$ cat src/rtl/fp16_mul_collector.sv
// fp16_mul_collector
//   Sits behind a free-running fp16 multiplier that has neither a valid
//   signal nor a stall input. A tag line running in parallel with the
//   multiplier marks which results belong to real operand pairs. Those
//   results are captured into a result FIFO and presented on a ready/valid
//   port. in_ready is credit-based: an issue is accepted only when a FIFO
//   slot is reserved for its result, so the unstallable multiplier can never
//   produce a result that has nowhere to go.
//
// Ports
//   clk          rising-edge clock
//   rst          asynchronous, active-high reset
//   in_valid     upstream presents a real operand pair this cycle
//   in_ready     a result slot is reserved; in_fire = in_valid & in_ready
//   mul_out      multiplier result bus (fp16)
//   res_valid    FIFO head is valid
//   res_ready    consumer accepts the head; res_fire = res_valid & res_ready
//   res_data     FIFO head (fp16), 0 when the FIFO is empty
//   res_is_nan   head is a NaN
//   res_is_inf   head is +/- infinity
//   res_is_zero  head is +/- zero
//   fifo_count   entries currently held
//   err_overflow sticky: a capture arrived while the FIFO was full
module fp16_mul_collector #(
    parameter int MUL_LATENCY = 10,
    parameter int DEPTH       = 16
) (
    input  logic                       clk,
    input  logic                       rst,
    input  logic                       in_valid,
    output logic                       in_ready,
    input  logic [15:0]                mul_out,
    output logic                       res_valid,
    input  logic                       res_ready,
    output logic [15:0]                res_data,
    output logic                       res_is_nan,
    output logic                       res_is_inf,
    output logic                       res_is_zero,
    output logic [$clog2(DEPTH+1)-1:0] fifo_count,
    output logic                       err_overflow
);

    localparam int DATA_W = 16;
    localparam int PTR_W  = $clog2(DEPTH);
    localparam int CNT_W  = $clog2(DEPTH+1);

    logic [MUL_LATENCY-1:0] tag_p;
    logic [DATA_W-1:0]      mem [DEPTH];
    logic [PTR_W-1:0]       wr_ptr;
    logic [PTR_W-1:0]       rd_ptr;
    logic [CNT_W-1:0]       credits;

    logic in_fire;
    logic res_fire;
    logic cap;
    logic full;
    logic wr_en;

    assign in_ready = (credits != '0) && !rst;
    assign in_fire  = in_valid & in_ready;
    assign res_fire = res_valid & res_ready;
    assign cap      = tag_p[MUL_LATENCY-1];
    assign full     = (fifo_count == CNT_W'(DEPTH));
    // A full FIFO can still take a capture when the head leaves on the same
    // edge: the slot being written is the one being read out.
    assign wr_en    = cap & (!full | res_fire);

    // ---- issue stage: tag line mirrors the multiplier pipeline ----
    // Shift form keeps this legal for any MUL_LATENCY >= 1.
    always_ff @(posedge clk or posedge rst) begin
        if (rst) begin
            tag_p <= '0;
        end else begin
            tag_p <= (tag_p << 1) | MUL_LATENCY'(in_fire);
        end
    end

    // ---- capture stage: result storage (data only, never reset) ----
    always_ff @(posedge clk) begin
        if (wr_en) begin
            mem[wr_ptr] <= mul_out;
        end
    end

    always_ff @(posedge clk or posedge rst) begin
        if (rst) begin
            wr_ptr       <= '0;
            rd_ptr       <= '0;
            fifo_count   <= '0;
            err_overflow <= 1'b0;
        end else begin
            if (wr_en) begin
                wr_ptr <= wr_ptr + PTR_W'(1);
            end
            if (res_fire) begin
                rd_ptr <= rd_ptr + PTR_W'(1);
            end
            case ({wr_en, res_fire})
                2'b10:   fifo_count <= fifo_count + CNT_W'(1);
                2'b01:   fifo_count <= fifo_count - CNT_W'(1);
                default: fifo_count <= fifo_count;
            endcase
            if (cap && full && !res_fire) begin
                err_overflow <= 1'b1;
            end
        end
    end

    // Credits = DEPTH - fifo_count - results in flight. A slot is claimed at
    // issue and returned only when its result leaves the FIFO.
    always_ff @(posedge clk or posedge rst) begin
        if (rst) begin
            credits <= CNT_W'(DEPTH);
        end else begin
            case ({in_fire, res_fire})
                2'b10:   credits <= credits - CNT_W'(1);
                2'b01:   credits <= credits + CNT_W'(1);
                default: credits <= credits;
            endcase
        end
    end

    // ---- output stage: first-word fall-through head and its decodes ----
    assign res_valid   = (fifo_count != '0);
    assign res_data    = res_valid ? mem[rd_ptr] : '0;
    assign res_is_nan  = (res_data[14:10] == 5'h1f) && (res_data[9:0] != 10'h0);
    assign res_is_inf  = (res_data[14:10] == 5'h1f) && (res_data[9:0] == 10'h0);
    assign res_is_zero = (res_data[14:0] == 15'h0);

endmodule

$ cat config.mk
export PLATFORM = sky130hd
export DESIGN_NAME = fp16_mul_collector
export DESIGN_NICKNAME = d
export VERILOG_FILES = /design/src/rtl/fp16_mul_collector.sv
export SDC_FILE = /design/constraint.sdc
export NUM_CORES = 1
export LEC_CHECK = 0
export CAP_MARGIN = 20
export CORE_MARGIN = 3
export CORE_UTILIZATION = 59
export CTS_BUF_LIST = sky130_fd_sc_hd__clkbuf_16
export DETAILED_ROUTE_END_ITERATION = 16
export MAX_ROUTING_LAYER = met4
export PLACE_DENSITY = 0.75
export SKIP_LAST_GASP = 1
export SLEW_MARGIN = 20
export SYNTH_ARGS = -nofsm -noshare
export SYNTH_HDL_FRONTEND = slang
export SYNTH_SLANG_ARGS = --single-unit
export TNS_END_PERCENT = 100
$ cat constraint.sdc
create_clock -name clk -period 5.01 [get_ports clk]
set_clock_uncertainty 0.1 [all_clocks]
set_input_delay 0.501 -clock clk [delete_from_list [all_inputs] [get_ports clk]]
set_output_delay 0.501 -clock clk [all_outputs]
set_load 0.01 [all_outputs]
# Yosys cells after proc, flatten, opt, wreduce, memory -nomap -nowiden
# Memory sizes are Yosys's and may differ from the RTL's.
# Cells that the tools add are included.
[word_totals]
word_cells = 44
memories = 1
register_bits = 29
input_bits = 20
ramBits = 256
[op_classes]
bitwise_logic = 5
n_reduce_logical = 15
n_eq_ne = 6
n_addsub = 6
mux = 5
[mem_list]
columns = ["name", "depth", "word_bits", "read_ports", "rd_clocked_by_memory_dff", "write_ports", "line_no", "source"]
rows = [
  ["mem", 16, 16, 1, 0, 1, "48", "logic [DATA_W-1:0] mem [DEPTH];"],
]
[ops]
columns = ["op", "n"]
rows = [
  ["5-bit one-hot mux with 2 select lines", 2],
  ["16-bit two-way mux", 1],
  ["15-bit zero test", 1],
  ["5-bit by 1-bit adder with 5-bit output (second input constant)", 2],
  ["5-bit equality test (second input constant)", 2],
  ["10-bit zero test", 1],
  ["10-bit by 1-bit OR with 10-bit output", 1],
  ["10-bit nonzero test", 1],
  ["5-bit nonzero test", 2],
  ["5-bit by 1-bit subtractor with 5-bit output (second input constant)", 2],
  ["4-bit by 1-bit adder with 4-bit output (second input constant)", 2],
  ["1-bit logical AND", 5],
  ["2-bit by 1-bit equality test with 1-bit output (second input constant)", 2],
  ["2-bit equality test (second input constant)", 2],
  ["2-bit nonzero test", 2],
  ["1-bit bitwise AND", 3],
  ["1-bit zero test", 3],
  ["1-bit two-way mux", 2],
  ["1-bit OR", 1],
]

# Depth between registers and ports, before layout
# Gate-level depths: netlist of the first run.
[logic_depth]
ltp_word = 6
ltp_mapped = 13

# Least setup slack after synthesis of the first run
# No wires, ideal clock.
[synth_timing]
path_kind = "reg-to-reg"
start = "reg fifo_count[0]"
end = "reg credits[4]"
stages_incl_launch_ff = 14
slack_ns = 2.050
required_ns = 4.827
t_arrival_ns = 2.777
period_less_slack_ns = 2.960
setup_ns = 0.083
cell_sequence = "dfrtp_1 nor4_1 nor2b_1 inv_1 nand2_1 inv_1 ha_1 inv_1 ha_1 a21o_1 a21oi_1 xnor2_1 nor2_1 xor2_1"
[synth_via]
elab_chain_cells = 4
word_cells_on_any_way = 6
cone_classes = "eq/ne: 2; mux: 1; bitwise: 1; reduce/logical: 2"
[synth_rtl]
columns = ["item", "line_no", "source"]
rows = [
  ["start: declaration", "39", "output logic [$clog2(DEPTH+1)-1:0] fifo_count,"],
  ["start signal: assignment", "99", "2'b10: fifo_count <= fifo_count + CNT_W'(1);"],
  ["start signal: assignment", "100", "2'b01: fifo_count <= fifo_count - CNT_W'(1);"],
  ["start signal: assignment", "101", "default: fifo_count <= fifo_count;"],
  ["5-bit nonzero test (*)", "124", "assign res_valid = (fifo_count != '0);"],
  ["named net res_valid", "33", "output logic res_valid,"],
  ["1-bit bitwise AND (*)", "61", "assign res_fire = res_valid & res_ready;"],
  ["named net res_fire", "54", "logic res_fire;"],
  ["2-bit by 1-bit equality test with 1-bit output or 2-bit equality test (tied branches)", "115", "case ({in_fire, res_fire})"],
  ["5-bit one-hot mux with 2 select lines or 2-bit nonzero test (tied branches)", "n/a", ""],
  ["end signal: assignment", "116", "2'b10: credits <= credits - CNT_W'(1);"],
  ["end signal: assignment", "117", "2'b01: credits <= credits + CNT_W'(1);"],
  ["end signal: assignment", "118", "default: credits <= credits;"],
  ["end: declaration", "51", "logic [CNT_W-1:0] credits;"],
]
# The timed path passes the listed nets; every way through them passes the cells marked *.
# A chain may end at the register's enable or synchronous reset.

# Final worst setup path of the first run
[layout_timing]
start = "reg rd_ptr[0]"
end = "out res_is_zero"
[layout_via]
elab_chain_cells = 3
[layout_rtl]
columns = ["item", "line_no", "source"]
rows = [
  ["start: declaration", "50", "logic [PTR_W-1:0] rd_ptr;"],
  ["start signal: assignment", "96", "rd_ptr <= rd_ptr + PTR_W'(1);"],
  ["memory read 16 x 16 bit", "n/a", ""],
  ["16-bit two-way mux", "125", "assign res_data = res_valid ? mem[rd_ptr] : '0;"],
  ["15-bit zero test", "128", "assign res_is_zero = (res_data[14:0] == 15'h0);"],
  ["end: declaration", "38", "output logic res_is_zero,"],
]
# No other way between the ends.

==> results of run 1 <==
## registers in the layout, indices dropped and copies added, names as in the netlist
signal        cells
credits           5
err_overflow      1
fifo_count        5
mem             256
rd_ptr            4
tag_p            10
wr_ptr            4
## cell families after synthesis
family | count (synthesis) | share of synthesized area [%]
buffers and inverters | 36 | 1.764
XOR/XNOR | 15 | 1.165
flip-flops | 285 | 74.61
multiplexers | 72 | 13.42
adder cells (fa/ha/maj) | 14 | 1.686
AND/OR/NAND/NOR | 95 | 4.327
AO/OA/AOI/OAI | 47 | 3.029
## worst max-delay path, cell delays in order (launching register included)
cell	delay, ps
dfrtp_4	760
buf_4	320
mux4_2	530
a22o_1	240
nor2_1	160
nand4_1	190
or3_1	490
o21ai_1	160
clkdlybuf4s50_1	540
## per-layer routing
layer / up-vias / global-route usage [%] / wire, um
met3: 44 / 4.001 / 1597
li1: 2409 / - / -
met4: 0 / 6.480 / 486
met5: - / - / 0
met2: 232 / 38.07 / 11810
met1: 2919 / 33.88 / 9581
## cell type report
cell class              instances  area, um2
inverters                      11      41.29
clock inverters                23      176.4
flip-flops and latches        285       8419
repair buffers                 61      604.3
multi-input cells             243       2676
well taps                     229      286.5
fillers                      1090       5463
clock buffers                  29      725.7
## Yosys cell counts, types with 7 or more instances
library cell | n | share of area (%)
dfrtp_1 | 28 | 6.2
inv_1 | 11 | 0.37
xnor2_1 | 9 | 0.70
ha_1 | 12 | 1.3
nor2_1 | 30 | 1.0
and2_1 | 21 | 1.2
a22o_1 | 22 | 1.7
edfxtp_1 | 256 | 68
mux4_2 | 63 | 13
clkbuf_1 | 16 | 0.53
nand2_1 | 15 | 0.50
a21oi_1 | 7 | 0.31
o21ai_0 | 7 | 0.31
## worst max-delay path by stage
stage / to / slack, ps
after floorplan: credits[4] / 2050
after global placement: res_is_zero / 1050
after detailed placement: res_is_zero / 970
after CTS: res_is_zero / 390
after global routing: res_is_zero / 200
final: res_is_zero / 470
## power by group
group          switching [uW]  internal (uW)  total, uW
logic                    1120           1190       2320
clock network             834           1200       2030
registers                 199           2800       3000
## per-stage QoR
stage               hold slack, ps  area [um2]
CTS                          257.6       12870
global route                 193.8       12930
floorplan                    231.2       11280
global placement             241.3       11960
detailed placement           235.5       11970
finish                       183.6       12930
==> summary.md, run 1 <==
| Metric | Value |
|---|---|
| Run status | `completed` |
| Post-CTS Setup Repair Bufs | `0` |
| Maximum clock rate | `around 220 MHz` |
| Fin. max-slew vios | `0` |
| Hold Vio Cnt, Final | `0` |
| Vias per inst | `about 6.4` |
| Drt first pass iters | `5` |
| Reg-to-Reg End | `credits[4]` |
| CTS tree | `done` |
| TritonCTS buffer count | `28` |
| Most common cell after layout, fill and taps aside | `edfxtp_1` |
| Fin crit share | `90.61%` |
| Max Root-Sink Buffers | `3` |
| GRT overflow | `0` |
| CP Data Arrival Time | `slightly below 4000 ps` |
| Clk pin slew, worst setup/hold paths | `approximately 60 ps` |
| Post-CTS Resized | `0` |
| Die ar. | `about 21000 um2` |
| Place WS | `966.0 ps` |
| Final WL | `about 23 mm` |
| Core Util, Final | `about 70%` |
| Core outline area | `roughly 18000 um2` |
| Max Cap Viol | `0` |
| GRT Total Usage | `around 24%` |
| Commonest cells after routing, fill and taps aside | `256 x edfxtp_1, 63 x mux4_2, 46 x clkdlybuf4s50_1` |
| Slew @ Worst Pin | `roughly 1100 ps` |
| Setup TNS | `0 ps` |
| Area growth from synthesis to layout | `14.64%` |
| Ant diodes | `0` |
| RSZ-0062 raised after global routing | `false` |
| Post-Syn Nets | `around 600` |
| Root Buffer | `clkbuf_16` |
| Cell count after synthesis | `approximately 560` |
| Num ports | `47` |
| Vias in the first global route | `5754` |
| Setup WS post-layout | `about 470 ps` |
| Buffers on Ports | `between 40 and 50` |
| Req. time, crit path | `between 4000 and 5000 ps` |
| CP Class | `register to primary output` |
| Post-Syn Area per Cell | `roughly 20 um2` |
| Sequential share of the synthesized area | `74.61%` |
| Post-CTS Hold Buffers | `0` |
| Final ANT Viol Nets | `0` |
| Leak | `0.004397 uW` |
| Placed wire-length estimate | `roughly 13 mm` |
| Layout Nets | `664` |
| Reg2reg setup slack | `between 1500 and 2000 ps` |
| Die height | `~140 um` |
| Die Span X | `roughly 140 um` |
| Clk_lat worst skew | `~520 ps` |
| PD cells | `about 570 nW/um2` |
| Placer congestion estimate | `0.7658` |
| Critical path peak fanout | `26` |
| Relative slew slack | `about a quarter` |
| First-pass GRT wire length | `approximately 35 mm` |
| H-tree depth | `1` |
| Critical Path Sink Type | `primary output` |
| Largest net degree at the start of global routing | `40` |
| Final setup fails | `0` |
| Max VDD drop | `between 0.4 and 0.5 mV` |
| Hold/Removal Path Class | `primary input to asynchronous set/reset pin` |
| Vias after detailed routing | `roughly 5600` |
| Worst r2r src | `fifo_count[0]` |
| Synth Warn # | `0` |
| Crit. Startpoint | `rd_ptr[0]` |
| Yosys reg bits | `between 200 and 300` |
| Minimum clock period after layout | `4540 ps` |
| Layout cell share with drive strength beyond 1 | `between 20% and 30%` |
| CP startpoint kind | `register` |
| Avg WL per Cell | `approximately 27 um` |
| Worst reg-to-reg path cell count | `14` |
| Finished Layout Cells | `881` |
| Initial Utilization | `61.32%` |
| Count of cell types in the netlist | `38` |
| Placed Cells | `between 800 and 900` |
| Iteration-0 DRC Markers | `684` |
| Area of the mapped netlist | `~11000 um2` |
| Power Total | `7341 uW` |
| EDFF count, synth | `approximately 260` |
| Post-synth ARST share | `just over 10%` |
| Standard-cell rows | `49` |
| Number of remaining DRC errors | `0` |
| Clk sink count | `approximately 290` |
| Initial antenna violation count | `0` |
| Top FF cell, synth | `edfxtp_1` |
(Power assumes the default switching activity.)
==> run 2, diff against run 1 <==
--- a/config.mk
+++ b/config.mk
@@ -10,8 +10,9 @@
 export CORE_UTILIZATION = 59
 export CTS_BUF_LIST = sky130_fd_sc_hd__clkbuf_16
 export DETAILED_ROUTE_END_ITERATION = 16
+export GPL_ROUTABILITY_DRIVEN = 0
 export MAX_ROUTING_LAYER = met4
-export PLACE_DENSITY = 0.75
+export PLACE_DENSITY_LB_ADDON = 0.12
 export SKIP_LAST_GASP = 1
 export SLEW_MARGIN = 20
 export SYNTH_ARGS = -nofsm -noshare
==> run 2 against run 1 <==
  * Count of clock-buffer cells in the layout stayed put
  * Clock power increased by 5%
  * Routed wire length decreased by 2.0%
  * Worst setup slack lost 41 ps
  * Flip-flop and latch count unchanged
  * Total power increased by 0.95%
  * Sequential power barely moved
  * Sequential share of layout area decreased by 0.11 points
  * Maximum frequency decreased by 0.89%
  * Via count stayed put
  * First-iteration DRC count shrank 6.3%
  * Critical endpoint unchanged
  * Largest power group unchanged
  * Highest routed layer unchanged
==> summary.md, run 2 (same netlist as run 1, synthesis figures left out) <==
| Metric | Value |
|---|---|
| WHS | `approximately 250 ps` |
| GRT overflow | `0` |
| Initial antenna violation count | `0` |
| Critical Path Sink Type | `primary output` |
| Multi-input logic area | `2676 um2` |
| Max reg flops | `between 200 and 300` |
| Standard-cell rows | `between 40 and 50` |
| Routing usage on met2 | `35.84%` |
| Vias in the first global route | `5804` |
| Num ports | `between 40 and 50` |
| Commonest cells after routing, fill and taps aside | `256 x edfxtp_1, 63 x mux4_2, 46 x clkdlybuf4s50_1` |
| Layout Nets | `between 600 and 700` |
| Largest net degree at the start of global routing | `31` |
| Max Root-Sink Buffers | `3` |
| Largest regs | `mem x256, tag_p x10` |
| CP Data Arrival Time | `slightly below 4000 ps` |
| Leak | `roughly 0.0044 uW` |
| Clk sink count | `approximately 290` |
| Setup TNS | `0 ps` |
| Met1 Use GR | `between 30% and 40%` |
| Setup WS post-layout | `429.5 ps` |
| Fin. max-slew vios | `0` |
| Die Span X | `between 100 and 150 um` |
| CP startpoint kind | `register` |
| Layout cell share with drive strength beyond 1 | `just over 20%` |
| Run status | `completed` |
| Iteration-0 DRC Markers | `about 640` |
| Vias per inst | `about 6.4` |
| Die height | `144.3 um` |
| Hold/Removal Path Class | `register to register` |
| Relative slew slack | `a little over a quarter` |
| GRT Total Usage | `23.79%` |
| Clk_lat worst skew | `530 ps` |
| Placed wire-length estimate | `~13 mm` |
| Crit-path cells | `buf_12, mux4_2, a22o_1, nor2_1, nand4_1, or3_1, o21ai_1, clkdlybuf4s50_1` |
| Die ar. | `~21000 um2` |
| Final setup fails | `0` |
| Largest register by flop count | `mem` |
| Minimum clock period after layout | `between 4000 and 5000 ps` |
| Root Buffer | `clkbuf_16` |
| Area growth from synthesis to layout | `14.83%` |
| Clk pin slew, worst setup/hold paths | `60 ps` |
| Hold Vio Cnt, Final | `0` |
| Maximum clock rate | `between 200 and 250 MHz` |
| Ant diodes | `0` |
| Vias after detailed routing | `~5600` |
| Critical path peak fanout | `22` |
| Max Cap Viol | `0` |
| First-pass GRT wire length | `roughly 35 mm` |
| CTS tree | `done` |
| Avg WL per Cell | `approximately 26 um` |
| Place WS | `between 1000 and 1500 ps` |
| Fin crit share | `91.43%` |
| Post-CTS Setup Repair Bufs | `0` |
| Core outline area | `between 15000 and 20000 um2` |
| CP peak stage delay | `between 700 and 800 ps` |
| Storage cell area | `8419 um2` |
| Slowest library cell on the worst path | `dfrtp_4` |
| Max VDD drop | `~0.34 mV` |
| Most common cell after layout, fill and taps aside | `edfxtp_1` |
| Post-CTS Hold Buffers | `0` |
| Final ANT Viol Nets | `0` |
| Final WL | `23.01 mm` |
| Buffers on Ports | `46` |
| Drt first pass iters | `5` |
| Slew @ Worst Pin | `approximately 1100 ps` |
| Post-CTS Resized | `0` |
| Initial Utilization | `about three fifths` |
| CP Class | `register to primary output` |
| Req. time, crit path | `about 4400 ps` |
| Met3 Use GR | `2.745%` |
| H-tree depth | `1` |
| PD cells | `572.3 nW/um2` |
| RSZ-0062 raised after global routing | `false` |
| FILL cells | `1158` |
| Number of remaining DRC errors | `0` |
| TritonCTS buffer count | `28` |
| Most Crowded Layer GR | `met2` |
[run 2: stage by stage]
stage	util [%]	total power (uW)	area [um2]	instances
after floorplan	-	4551	11280	564
after global placement	65.15	5292	11980	827
after detailed placement	65.19	5341	11990	827
after CTS	70.35	7459	12940	879
after global routing	70.42	7761	12950	880
final	70.42	7411	12950	880
[run 2: per-layer routing]
layer,vias up,share of wire [%]
met5,-,0
met1,2963,43
met2,195,48
li1,2393,-
met3,53,5.9
met4,0,2.9
[run 2: final timing paths]
kind / start / endpoint / slack (ps) / cells after the start
setup / recovery: rd_ptr[0] / res_is_zero / 430 / 8
hold / removal: tag_p[4] / tag_p[5] / 250 / 0
setup reg to reg: fifo_count[1] / credits[4] / 1480 / 14
hold reg to reg: tag_p[4] / tag_p[5] / 250 / 0
max in group asynchronous: rst / rd_ptr[0] / 4050 / 2
min in group asynchronous: rst / tag_p[5] / 290 / 2
[run 2: cell type report]
type                    count  area share (%)
clock buffers              29           5.603
clock inverters            23           1.729
inverters                  11          0.3188
multi-input cells         243           20.66
flip-flops and latches    285           65.01
well taps                 229           2.212
repair buffers             60           4.463
[run 2: critical path: cells and delay by family (launching register included)]
family | cells | cell delay, ps
compound gates | 2 | 490
buf+inv | 2 | 860
flops | 1 | 710
mux | 1 | 520
simple gates | 3 | 850
[run 2: power by group]
group,internal (uW),switching (uW),total [uW]
logic,1190,1080,2270
registers,2800,219,3010
clock network,1300,829,2130
total,5280,2130,7410
==> run 3, diff against run 2 <==
--- a/config.mk
+++ b/config.mk
@@ -6,12 +6,12 @@
 export NUM_CORES = 1
 export LEC_CHECK = 0
 export CAP_MARGIN = 20
+export CELL_PAD_IN_SITES_DETAIL_PLACEMENT = 1
+export CELL_PAD_IN_SITES_GLOBAL_PLACEMENT = 1
 export CORE_MARGIN = 3
-export CORE_UTILIZATION = 59
+export CORE_UTILIZATION = 57
 export CTS_BUF_LIST = sky130_fd_sc_hd__clkbuf_16
 export DETAILED_ROUTE_END_ITERATION = 16
-export GPL_ROUTABILITY_DRIVEN = 0
-export MAX_ROUTING_LAYER = met4
 export PLACE_DENSITY_LB_ADDON = 0.12
 export SKIP_LAST_GASP = 1
 export SLEW_MARGIN = 20
==> run 3 against run 2 <==
  * Combinational power is 6% higher
  * Critical endpoint unchanged
  * Register-to-register slack worse by 190 ps
  * Final cell count up 4.4%
  * Largest power group unchanged
  * First-iteration DRC count rose by 17%
  * Clock power is 2% higher
==> summary.md, run 3 (same netlist as run 1, synthesis figures left out) <==
| Metric | Value |
|---|---|
| Layout cell share with drive strength beyond 1 | `between 20% and 30%` |
| CP peak stage delay | `720 ps` |
| Standard-cell rows | `50` |
| WHS | `around 250 ps` |
| Clk pin slew, worst setup/hold paths | `~60 ps` |
| Initial Utilization | `between 50% and 60%` |
| Avg WL per Cell | `about 30 um` |
| Placed wire-length estimate | `about 17 mm` |
| CP delay by family, top | `buffers and inverters` |
| Post-CTS Setup Repair Bufs | `0` |
| Area growth from synthesis to layout | `16.29%` |
| Final Cell Area | `~13000 um2` |
| Critical path peak fanout | `30` |
| Fin. max-slew vios | `0` |
| First-pass GRT wire length | `slightly above 40 mm` |
| Final ANT Viol Nets | `0` |
| Post-CTS Hold Buffers | `0` |
| Post-CTS Resized | `0` |
| Layout Nets | `approximately 670` |
| Max VDD drop | `just over 0.3 mV` |
| Largest regs | `mem x256, tag_p x10` |
| Maximum clock rate | `between 200 and 250 MHz` |
| Slowest library cell on the worst path | `dfrtp_4` |
| Die ar. | `21510 um2` |
| Run status | `completed` |
| Iteration-0 DRC Markers | `751` |
| Leak | `between 0.004 and 0.005 uW` |
| CP Class | `register to primary output` |
| Clk sink count | `between 200 and 300` |
| RSZ-0062 raised after global routing | `false` |
| Max reg flops | `256` |
| Max Cap Viol | `0` |
| Hold/Removal Path Class | `primary input to asynchronous set/reset pin` |
| Vias per inst | `between 6 and 7` |
| Largest net degree at the start of global routing | `31` |
| Buf/Inv on CP | `2` |
| CTS tree | `done` |
| Num ports | `47` |
| Crit-path cells | `buf_12, mux4_2, a22o_1, nor2_1, nand4_1, or3_1, o21ai_1, clkdlybuf4s50_1` |
| Core outline area | `about 19000 um2` |
| Hold Vio Cnt, Final | `0` |
| Setup TNS | `0 ps` |
| CP Data Arrival Time | `3980 ps` |
| Largest register by flop count | `mem` |
| Drt first pass iters | `5` |
| Fin crit share | `91.48%` |
| GRT Total Usage | `between 20% and 30%` |
| Root Buffer | `clkbuf_16` |
| Critical Path Sink Type | `primary output` |
| H-tree depth | `1` |
| Final setup fails | `0` |
| TritonCTS buffer count | `28` |
| Relative slew slack | `~47%` |
| Number of remaining DRC errors | `0` |
| Vias in the first global route | `approximately 6400` |
| Initial antenna violation count | `0` |
| GRT overflow | `0` |
| Commonest cells after routing, fill and taps aside | `256 x edfxtp_1, 63 x mux4_2, 46 x clkdlybuf4s50_1` |
| Placer congestion estimate | `about 0.73` |
| Final WL | `roughly 28 mm` |
| Max Root-Sink Buffers | `3` |
| Placed Area | `12150 um2` |
| Die Span X | `146.7 um` |
| Die height | `146.7 um` |
| Slew @ Worst Pin | `790.1 ps` |
| Most common cell after layout, fill and taps aside | `edfxtp_1` |
| Vias after detailed routing | `5763` |
| Buffers on Ports | `46` |
| Req. time, crit path | `around 4400 ps` |
| CP startpoint kind | `register` |
| Ant diodes | `0` |
| Clk_lat worst skew | `about 540 ps` |
| Minimum clock period after layout | `4583 ps` |
| PD cells | `between 500 and 600 nW/um2` |
[run 3: changes by cell type in the layout (fill, tap and decap cells not counted), moves of 2 or more]
| cell | before | now |
|---|---|---|
| buf_4 | 13 | 15 |
| and2_1 | 12 | 17 |
| and2_2 | 9 | 4 |
| buf_8 | 0 | 4 |
| clkinv_2 | 5 | 9 |
| inv_1 | 18 | 14 |
[run 3: layout make-up]
cell class              count  area, um2
flip-flops and latches    285       8419
well taps                 260      325.3
multi-input cells         243       2670
inverters                  11      41.29
repair buffers             68      700.7
clock inverters            23      232.7
clock buffers              29      725.7
fillers                  1538       5966
[run 3: worst paths after layout]
kind,startpoint,to,slack [ps],depth (start not counted)
min in group clk,tag_p[0],tag_p[1],260,0
max in group asynchronous,rst,rd_ptr[0],4060,3
worst max register to register,fifo_count[0],credits[4],1290,14
worst max-delay path,rd_ptr[0],res_is_zero,430,8
worst min-delay path,rst,tag_p[8],250,2
worst min register to register,tag_p[0],tag_p[1],260,0
[run 3: per-layer routing]
metal	wire length, um	up-vias	track usage [%]
li1	-	2413	-
met1	11010	3068	37.91
met2	14110	238	44.07
met3	1942	44	3.631
met4	542	0	6.444
met5	0	-	0
[run 3: stage by stage]
stage / total power (uW) / setup WS, ps / util [%] / cells
3_5_place_dp: 5464 / 959.2 / 63.70 / 867
5_1_grt: 7932 / 218.6 / 68.73 / 919
3_3_place_gp: 5311 / 1079 / 63.23 / 862
6_report: 7598 / 426.9 / 68.73 / 919
4_1_cts: 7656 / 355.8 / 68.72 / 919
2_1_floorplan: 4551 / 2050 / - / 564
[run 3: power breakdown]
part | total [uW] | switching (uW) | leakage [uW] | internal (uW)
clock network | 2170 | 871 | 0.000487 | 1300
registers | 3020 | 224 | 0.00266 | 2790
logic | 2400 | 1200 | 0.00132 | 1210
total | 7600 | 2290 | 0.00447 | 5300
